<file path="src/rtl/rc_settle_monitor.sv">
// rc_settle_monitor: watches a fixed-point RC response and reports whether it
// stays within TOL of TARGET for HOLD_CYCLES consecutive samples before TIMEOUT.
module rc_settle_monitor #(
   parameter int WIDTH       = 25,
   parameter int EXPONENT    = -20,
   parameter int TARGET      = 1048576,
   parameter int TOL         = 10486,
   parameter int HOLD_CYCLES = 8,
   parameter int TIMEOUT     = 1023
) (
   input  logic                    clk,
   input  logic                    rst,
   input  logic                    start,
   input  logic signed [WIDTH-1:0] v_out,
   output logic                    busy,
   output logic                    done,
   output logic                    settled,
   output logic                    timed_out,
   output logic [15:0]             settle_cycles,
   output logic signed [WIDTH-1:0] peak
);

   // Raw values must map to a real that a double can hold, and the counters
   // are sized for the documented ranges.
   if (HOLD_CYCLES < 1 || HOLD_CYCLES > 255 || TIMEOUT < 1 || TIMEOUT > 65534 ||
       TOL < 0 || EXPONENT < -1000 || EXPONENT > 1000) begin : g_param_check
      $error("rc_settle_monitor: parameter out of range");
   end

   typedef enum logic [1:0] {IDLE, TRACK, HOLD, DONE} state_t;

   localparam logic signed [WIDTH:0] TARGET_X = (WIDTH+1)'(TARGET);
   localparam logic [WIDTH:0]        TOL_X    = (WIDTH+1)'(TOL);
   localparam logic [15:0]           LAST_N   = 16'(TIMEOUT - 1);
   localparam logic [7:0]            HOLD_X   = 8'(HOLD_CYCLES);
   localparam logic signed [WIDTH-1:0] MOST_NEG = {1'b1, {(WIDTH-1){1'b0}}};

   state_t       state;
   logic [15:0]  n;
   logic [15:0]  cand;
   logic [7:0]   run;

   logic signed [WIDTH:0] diff;
   logic [WIDTH:0]        mag;
   logic                  in_band;
   logic                  settle_now;
   logic [15:0]           settle_idx;

   // One extra bit keeps v_out - TARGET and its magnitude free of wrap.
   // NOTE: every always_comb output gets a default first so no path infers a latch.
   always_comb begin
      diff       = {v_out[WIDTH-1], v_out} - TARGET_X;
      mag        = diff[WIDTH] ? $unsigned(-diff) : $unsigned(diff);
      in_band    = (mag <= TOL_X);
      settle_now = 1'b0;
      settle_idx = cand;
      if (state == TRACK) begin
         settle_now = in_band && (HOLD_CYCLES == 1);
         settle_idx = n;
      end else if (state == HOLD) begin
         settle_now = in_band && ((run + 8'd1) == HOLD_X);
      end
   end

   // NOTE: all state uses non-blocking assignments so every branch sees pre-edge values.
   always_ff @(posedge clk) begin
      if (rst) begin
         state         <= IDLE;
         n             <= '0;
         cand          <= '0;
         run           <= '0;
         busy          <= 1'b0;
         done          <= 1'b0;
         settled       <= 1'b0;
         timed_out     <= 1'b0;
         settle_cycles <= '0;
         peak          <= '0;
      end else begin
         case (state)
            IDLE, DONE: begin
               if (start) begin
                  state         <= TRACK;
                  n             <= '0;
                  cand          <= '0;
                  run           <= '0;
                  busy          <= 1'b1;
                  done          <= 1'b0;
                  settled       <= 1'b0;
                  timed_out     <= 1'b0;
                  settle_cycles <= '0;
                  peak          <= MOST_NEG;
               end
            end
            TRACK, HOLD: begin
               n <= n + 16'd1;
               if (v_out > peak) peak <= v_out;
               // Settling is checked before the timeout so a tie on the last sample settles.
               if (settle_now) begin
                  state         <= DONE;
                  busy          <= 1'b0;
                  done          <= 1'b1;
                  settled       <= 1'b1;
                  settle_cycles <= settle_idx;
               end else if (n == LAST_N) begin
                  state         <= DONE;
                  busy          <= 1'b0;
                  done          <= 1'b1;
                  timed_out     <= 1'b1;
                  settle_cycles <= 16'hFFFF;
               end else if (in_band) begin
                  if (state == TRACK) begin
                     state <= HOLD;
                     run   <= 8'd1;
                     cand  <= n;
                  end else begin
                     run <= run + 8'd1;
                  end
               end else begin
                  state <= TRACK;
                  run   <= '0;
               end
            end
            default: state <= IDLE;
         endcase
      end
   end

endmodule
</file>
<file path="config.mk">
export PLATFORM = sky130hd
export DESIGN_NAME = rc_settle_monitor
export DESIGN_NICKNAME = d
export VERILOG_FILES = /design/src/rtl/rc_settle_monitor.sv
export SDC_FILE = /design/constraint.sdc
export NUM_CORES = 1
export LEC_CHECK = 0
export ABC_AREA = 1
export CAP_MARGIN = 10
export CORE_UTILIZATION = 62
export CTS_BUF_LIST = sky130_fd_sc_hd__clkbuf_4
export DETAILED_ROUTE_END_ITERATION = 8
export GPL_ROUTABILITY_DRIVEN = 0
export PLACE_DENSITY = 0.95
export SYNTH_ARGS = -nofsm -noshare
export SYNTH_HDL_FRONTEND = slang
export SYNTH_SLANG_ARGS = --single-unit
</file>
<file path="constraint.sdc">
create_clock -name clk -period 6.5 [get_ports clk]
set_input_delay 1.95 -clock clk [delete_from_list [all_inputs] [get_ports clk]]
set_output_delay 1.95 -clock clk [all_outputs]
set_load 0.05 [all_outputs]
</file>
==> reports/results.ini <==
[synthesis]
synth_area_per_cell_um2 = 6.36
yosysUniqueCellTypes = 46
synth_top_cell_by_area = dfxtp_1
syn-num-nets = 985
yosys_register_bits = 87
synth_edf_count = 0
synthArstFlopShare_pct = 0
synth_ff_type = dfxtp_1
yosys_warnings = 0
syn_inst = 922
syn_area_um2 = 5860
seq_area_frac_synth_pct = 29.7
synth_common_cells = 228 x nand2_1, 140 x nor2_1, 110 x inv_1
synth_top_area_share_pct = 29.7
synth_area_leaders = dfxtp_1 30%, nand2_1 15%, nor2_1 9.0%
synth.most_common_cell = nand2_1

[clock_tree]
root_buffer = clkbuf_4
clk_latency_ns = 0.47
clk_pin_slew_ns = 0.17
postCtsResizedCells = 0
numCtsBuffers = 9
clock_path_buffers = 2
postCtsHoldBufs = 0
tritoncts = built
postCtsSetupBuffers = 0
clock-sinks = 87
htree_levels = 3

[sta]
setup_viol = 0
setup_ws_ns = 1.61
fin_crit_ns = 4.89
skew_ns = 0.0216
hold_viol = 0
worst_pin_slew_ns = 1.19
setup_tns_ns = 0
fmaxAchievable_ghz = 0.205
rsz0062_at_grt = false
drv_slew = 0
period_share_pct = 75.2
slew_headroom_pct = 20.0

[place]
hpwl_mm = 10.9
place_ws_ns = 1.16
place.port_buffers = 72
placed_cell_area_um2 = 6580

[floorplan]
dieArea_um2 = 9850
start_util_pct = 63.8
rows = 35
die_y_um = 99.3
coreArea_um2 = 9200
num_io_pins = 73
fp.dieW_um = 99.3

[cells_and_area]
drive_gt1_share_pct = 5.92
antenna_cells = 0
n_fill_cell = 739
final_core_util_pct = 73.0
synthToLayoutAreaGrowth_pct = 14.5
final_cell_area_um2 = 6720
finalNetCount = 1037

[setup_path]
path_class = primary input to register
cp_max_fo = 30
cp-end-kind = register
crit_required_ns = 6.88
worst_ep_arrival_time_ns = 5.27
cp-start-kind = primary input

[global_route]
met1_usage_pct = 41.4
grt_use_met3_pct = 4.29
grt_max_degree = 45
grt_usage_pct = 31.9
antenna_found_initial = 0
globalRoute.totalOverflow = 0
top_usage_layer = met2
grt_pass1_wl_mm = 25.6
grtUsageMet2_pct = 54.6
first_global_vias = 5600

[routing]
vias = 6144
drt_first_pass_iters = 6
drc = 0
drt_iter0_drc = 467
via_per_inst = 5.64
ant_nets = 0
avgRoutedWirePerCell_um = 13.9
drt-total-wl_mm = 15.1

[job]
cap_violations = 0

[power]
power_leakage_uw = 0.00281
power.density_nw_per_um2 = 188
finalPower_uw = 1260
ir_drop_uv = 137

[status]
status = finished, final reports clean

[hold_path]
hp-class = register to register

where the power goes:
group          switching (µW)  internal (µW)
sequential               17.1            561
combinational             241            119
clock                     236           90.7
per-stage QoR:
| step | cells | hold WS, ns |
|---|---|---|
| finish | 1090 | 0.488 |
| global route | 1090 | 0.500 |
| CTS | 1090 | 0.483 |
| detailed placement | 1074 | 0.462 |
| global placement | 1074 | 0.450 |
| floorplan | 922 | 0.440 |
registers in the layout, summed over array words and instances (netlist names), 2 cells and up:
name / cells
cand: 16
n: 16
peak: 25
run: 8
settle_cycles: 16
state: 2
cell usage in the layout (no fill, tap or decap), types with 7 or more instances in the layout:
master / instances
nand4_1: 16
ha_1: 35
a21oi_1: 72
nor2_1: 140
xor2_1: 9
o211ai_1: 17
nand2_1: 228
clkbuf_4: 9
o21ai_0: 31
nor2_2: 12
nor4_1: 7
dfxtp_1: 87
nand3_1: 62
inv_1: 110
nand2_2: 7
nor3_1: 9
clkdlybuf4s50_1: 72
area by class of cell:
type	count	area (µm²)	share of cell area, %
clock buffer	9	67.6	1.01
clock inverter	7	72.6	1.08
inverter	117	439	6.54
multi-input combinational	683	3510	52.2
sequential	87	1740	25.9
tap	111	139	2.07
timing repair buffer	76	751	11.2
layer usage:
layer  vias up  wire [µm]
met2       250       7050
met5         -          0
li1       3085          -
met1      2767       6650
met4         0        366
met3        42       1040
worst max-delay path: stages:
cell and delay, ns:
clkdlybuf4s50_1 0.61, inv_2 0.11, ha_1 0.23, inv_1 0.06
nand2_1 0.05, nand2_1 0.09, inv_1 0.09, nand3_1 0.09
nand2_1 0.06, nand2_1 0.09, nor2_1 0.06, a21oi_1 0.12
nand2_1 0.06, nor2_1 0.12, nand3_2 0.12, nor3_2 0.23
nand2_1 0.16, nand2_1 0.67, nand2_1 0.12, nand2_1 0.11
nor2_1 0.05
cell families (layout without fill, tap and decap cells):
| group | Yosys count | count (layout) | synth area share (%) |
|---|---|---|---|
| and+or+nand+nor | 499 | 499 | 37.1 |
| AOI/OAI and AO/OA | 139 | 139 | 13.6 |
| DFF | 87 | 87 | 29.7 |
| adders and majority gates | 35 | 35 | 7.47 |
| xor gates and xnor gates | 10 | 10 | 1.49 |
| buffers and inverters | 152 | 209 | 10.6 |
final timing paths:
kind | from | to | slack, ns | cells after the start
max reg2reg | state[0] | run[0] | 2.61 | 10
min | settled | settled | 0.49 | 2
max | v_out[20] | cand[15] | 1.61 | 21
min reg2reg | settled | settled | 0.49 | 2
(Power assumes the default switching activity.)
